## src/rtl/mult_ctrl_pkg.sv

```systemverilog
// Shared types and sizing for the serial multiplier sequencer.
// Zero-operand fast path is enabled by defining MULT_ZERO_SKIP_EN.
package mult_ctrl_pkg;

  localparam int MULT_WIDTH = 7;
  localparam int MULT_CNT_W = $clog2(MULT_WIDTH + 1);

  typedef enum logic [1:0] {
    IDLE,
    RUN,
    DONE,
    RESP
  } state_e;

endpackage

```

## src/rtl/mult_seq_ctrl.sv

```systemverilog
// Sequencer for the serial shift-add multiplier datapath.
// Optional zero-operand bypass: define MULT_ZERO_SKIP_EN.
module mult_seq_ctrl
  import mult_ctrl_pkg::*;
#(
  parameter int WIDTH = MULT_WIDTH,
  parameter int CNT_W = $clog2(WIDTH + 1)
) (
  input  logic               clk,
  input  logic               rst_n,
  input  logic               req_valid,
  output logic               req_ready,
  input  logic [WIDTH-1:0]   req_a,
  input  logic [WIDTH-1:0]   req_b,
  output logic               resp_valid,
  input  logic               resp_ready,
  output logic [2*WIDTH-1:0] resp_prod,
  output logic               dp_a,
  output logic [WIDTH-1:0]   dp_b,
  output logic               dp_start,
  output logic               dp_done,
  input  logic [2*WIDTH-1:0] dp_out
);

  state_e state_q;
  state_e state_d;

  logic [WIDTH-1:0]   a_sh;
  logic [WIDTH-1:0]   b_q;
  logic [CNT_W-1:0]   cnt;
  logic [2*WIDTH-1:0] prod_q;

  logic accept;
  logic skip;
  logic last;

  assign accept = req_valid && req_ready;
  assign last   = (cnt == CNT_W'(WIDTH - 1));

`ifdef MULT_ZERO_SKIP_EN
  assign skip = (req_a == '0) || (req_b == '0);
`else
  assign skip = 1'b0;
`endif

  assign dp_b      = b_q;
  assign resp_prod = prod_q;

  always_comb begin
    state_d    = state_q;
    req_ready  = 1'b0;
    resp_valid = 1'b0;
    dp_start   = 1'b0;
    dp_done    = 1'b0;
    dp_a       = 1'b0;
    unique case (state_q)
      IDLE: begin
        req_ready = 1'b1;
        dp_start  = 1'b1;
        if (accept) state_d = skip ? RESP : RUN;
      end
      RUN: begin
        dp_a = a_sh[0];
        if (last) state_d = DONE;
      end
      DONE: begin
        dp_done = 1'b1;
        state_d = RESP;
      end
      RESP: begin
        resp_valid = 1'b1;
        dp_start   = 1'b1;
        if (resp_ready) state_d = IDLE;
      end
      default: state_d = IDLE;
    endcase
  end

  always_ff @(posedge clk) begin
    if (!rst_n) begin
      state_q <= IDLE;
      a_sh    <= '0;
      b_q     <= '0;
      cnt     <= '0;
      prod_q  <= '0;
    end else begin
      state_q <= state_d;
      unique case (state_q)
        IDLE: begin
          if (accept) begin
            a_sh <= req_a;
            b_q  <= req_b;
            cnt  <= '0;
            if (skip) prod_q <= '0;
          end
        end
        RUN: begin
          a_sh <= a_sh >> 1;
          cnt  <= cnt + 1'b1;
        end
        // dp_out still holds the product here; the datapath clears after this edge
        DONE: prod_q <= dp_out;
        default: ;
      endcase
    end
  end

endmodule

```

## config.mk

```make
export PLATFORM = sky130hd
export DESIGN_NAME = mult_seq_ctrl
export DESIGN_NICKNAME = d
export VERILOG_FILES = /design/src/rtl/mult_ctrl_pkg.sv /design/src/rtl/mult_seq_ctrl.sv
export SDC_FILE = /design/constraint.sdc
export NUM_CORES = 1
export LEC_CHECK = 0
export ABC_AREA = 1
export CORE_UTILIZATION = 42
export DETAILED_ROUTE_END_ITERATION = 16
export GPL_TIMING_DRIVEN = 0
export PLACE_DENSITY_LB_ADDON = 0.05
export SLEW_MARGIN = 15
export SYNTH_ARGS = -nofsm -noshare
export SYNTH_HDL_FRONTEND = slang
export SYNTH_SLANG_ARGS = --single-unit
export TNS_END_PERCENT = 50
```

## constraint.sdc

```tcl
create_clock -name clk -period 1.7 [get_ports clk]
set_input_delay 0.255 -clock clk [delete_from_list [all_inputs] [get_ports clk]]
set_output_delay 0.255 -clock clk [all_outputs]
set_load 0.02 [all_outputs]
```

==> tab_implementation.tex <==
\begin{tabular}{lr}
\hline
Metric & Value \\
\hline
\multicolumn{2}{l}{\textbf{Timing}} \\
Setup clock skew after layout & 0.0119 ns \\
Final setup violation count & 0 \\
WHS & 0.483 ns \\
Hold Violations, Final & 0 \\
Max Fclk & 611 MHz \\
Pins over their slew limit & 0 \\
Final critical-path required period & 1.64 ns \\
Actual transition at the worst max-transition pin & 0.385 ns \\
Share of the clock period used by the worst path after layout & 0.963 \\
Unrepaired setup endpoints after global routing & no \\
Worst slew slack as a fraction of its limit & 0.743 \\
Total Neg Setup Slack & 0 ns \\
\multicolumn{2}{l}{\textbf{Die}} \\
FP Rows & 20 \\
Core Region & $\sim$3000 um2 \\
Floorplan die height & 59.2 um \\
I/O pin count & 58 \\
Horizontal extent of the die & 59.2 um \\
Die outline area & 3510 um2 \\
Initial core utilization & 0.447 \\
\multicolumn{2}{l}{\textbf{Run}} \\
Reported max-cap violation count & 0 \\
\multicolumn{2}{l}{\textbf{Worst setup path}} \\
Worst Path Arrival & 1.38 ns \\
Crit path required time & 1.44 ns \\
Crit-path max FO & 8 \\
Nature of the critical path startpoint & flip-flop \\
Category of the most critical setup path & reg2out \\
Crit path capture type & output pin \\
\multicolumn{2}{l}{\textbf{Synthesis}} \\
Synthesized cell area & $\sim$1400 um2 \\
Number of warning messages in the yosys log & 0 \\
Mean instance size in the synthesized netlist & about 7.2 um2 \\
Synthesized netlist cell count & 190 \\
Yosys reg bits & 33 \\
Synth unique cells & 17 \\
Post-Synthesis Net Count & 228 \\
Portion of the post-synthesis area used by sequential elements & 0.480 \\
\multicolumn{2}{l}{\textbf{Global routing}} \\
Via count of the first global-routing pass & $\sim$1200 \\
Overall routing resource usage & 0.200 \\
Global-route wire length before repair & 5210 um \\
Maximum number of pins on one net before global-route repair & 11 \\
Number of antenna violations at the first check in global routing & 0 \\
Congestion Overflow GR & 0 \\
\multicolumn{2}{l}{\textbf{Clock tree}} \\
Clock tree from TritonCTS & yes \\
Clock Pin Slew Worst Setup and Hold Paths & 0.10 ns \\
Worst-case clock buffer depth & 2 \\
H-tree depth reported by CTS & 2 \\
Buffer cell driving the clock tree root & clkbuf\_4 \\
Insertion delay of the later-clocked pin in the worst-skew pair & 0.33 ns \\
Clk sink count & 33 \\
CTS buffer count & 5 \\
\multicolumn{2}{l}{\textbf{Route}} \\
\# DRC & 0 \\
Uppermost metal layer occupied by signal nets & met4 \\
Violation count after the first detailed-route iteration & 47 \\
Via Count & 1368 \\
Detail Route Antenna Nets & 0 \\
Final WL & 3100 um \\
Sum of met3 wire segment lengths after detailed routing & 155 um \\
Via density per instance & 4.58 \\
Length of the first detailed-routing pass in iterations & 4 \\
Sum of met2 wire segment lengths after detailed routing & 1530 um \\
Average detailed-routed wire length per instance & around 10 um \\
Metal-1 WL & 1360 um \\
\multicolumn{2}{l}{\textbf{Finish}} \\
Share of post-route cells with drive strength above 1 & 0.0980 \\
Count of fill cells added during filler insertion & 297 \\
Cell Count, Final, Fillers Out & 299 \\
Area growth from synthesis to layout & 51.1\% \\
Storage element area & 663 um2 \\
Fin nets & 292 \\
Area occupied by multi-input gates & 646 um2 \\
Utilization after layout & 0.676 \\
Antenna Cells & 0 \\
\multicolumn{2}{l}{\textbf{Place}} \\
Number of cells in the design after placement & 291 \\
HPWL after detailed placement & 2230 um \\
Number of input and output port buffers inserted & 57 \\
Routability cong. & 0.742 \\
\multicolumn{2}{l}{\textbf{Outcome}} \\
Status & completed \\
\multicolumn{2}{l}{\textbf{Pwr}} \\
Pwr Density & 1600 nW/um2 \\
Maximum vdd drop & 0.928 mV \\
Leakage dissipation & 0.924 nW \\
Total design power & between 0.003 and 0.004 W \\
\multicolumn{2}{l}{\textbf{Hold path}} \\
Worst min-delay path class & reg2reg \\
\hline
\end{tabular}
## sequential cells by signal (all words and copies together) (netlist names)
signal / flops
dp_b: 7
resp_prod: 14
a_sh: 7
cnt: 3
state_q: 2
## worst max-delay path: stages, from the launching register on
cell           delay, ns
dfxtp_2             0.34
inv_1               0.09
ha_2                0.27
dlygate4sd2_1       0.35
## path summary, 6_finish.rpt
path	end	startpoint	depth (start not counted)	slack [ns]
worst max-delay path	dp_done	state_q[0]	3	0.06
worst min-delay path	a_sh[6]	a_sh[6]	2	0.48
worst max register to register	cnt[2]	state_q[0]	7	0.31
worst min register to register	a_sh[6]	a_sh[6]	2	0.48
## metrics by stage
stage / instance area (um2) / worst slack, ns
4_1_cts: 2080 / -0.0254
6_report: 2080 / 0.0631
5_1_grt: 2080 / 0.00208
3_3_place_gp: 2000 / -0.0101
3_5_place_dp: 2000 / -0.00244
2_1_floorplan: 1380 / 0.260
## power by group
group / internal, W / total [W] / switching, W
sequential: 0.00102 / 0.00115 / 0.000125
clock: 0.000240 / 0.000499 / 0.000259
combinational: 0.000698 / 0.00169 / 0.000987
## logic make-up (layout without fill, tap and decap cells)
logic type,count (synthesis),count (layout),share of synthesized area
buffers and inverters,19,84,0.0564
adders and majority gates,6,6,0.0545
DFF,33,33,0.480
and+or+nand+nor,97,97,0.276
AOI/OAI and AO/OA,35,35,0.133
## cells in the mapped netlist
cell type | number | area (um2)
inv_2 | 2 | 7.51
nand2_2 | 3 | 18.8
dfxtp_1 | 33 | 661
nand2_1 | 29 | 109
clkbuf_2 | 1 | 5.00
inv_1 | 11 | 41.3
o21ai_2 | 2 | 17.5
clkbuf_1 | 3 | 11.3
buf_4 | 1 | 7.51
buf_2 | 1 | 5.00
a21oi_1 | 5 | 25.0
nor2_1 | 60 | 225
nand4_1 | 2 | 12.5
nand3_1 | 3 | 15.0
o21ai_1 | 4 | 20.0
ha_1 | 6 | 75.1
o21ai_0 | 24 | 120
## routing by layer
| layer | GRT usage | vias to the layer above |
|---|---|---|
| met3 | 0.0502 | 5 |
| met4 | 0.0952 | 0 |
| met2 | 0.343 | 33 |
| met1 | 0.231 | 604 |
| met5 | 0 | - |
| li1 | - | 726 |
## cells in the final DEF, fill, tap and decap left out, types with 3 or more instances in the layout
master and n:
a21oi_1 5, clkbuf_1 3, clkbuf_4 5, clkdlybuf4s50_1 52, dfxtp_1 31, ha_1 3, ha_2 3, inv_1 11
nand2_1 29, nand2_2 3, nand3_1 3, nor2_1 60, o21ai_0 24, o21ai_1 4
## area by class of cell
| cell class | count | area share |
|---|---|---|
| sequential | 33 | 0.319 |
| multi-input combinational | 138 | 0.310 |
| timing repair buffer | 57 | 0.271 |
| clock buffer | 7 | 0.0313 |
| tap | 44 | 0.0265 |
| inverter | 13 | 0.0235 |
| buffer | 6 | 0.0156 |
| clock inverter | 1 | 0.00241 |
## repair_timing
item	in CTS	in global routing
gates resized for setup	12	5
gates cloned	0	0
setup buffers	0	0
hold endpoints to repair	0	0
setup endpoints to repair	5	4
hold buffers	0	0
No activity file was read; power rests on OpenSTA's default activity.
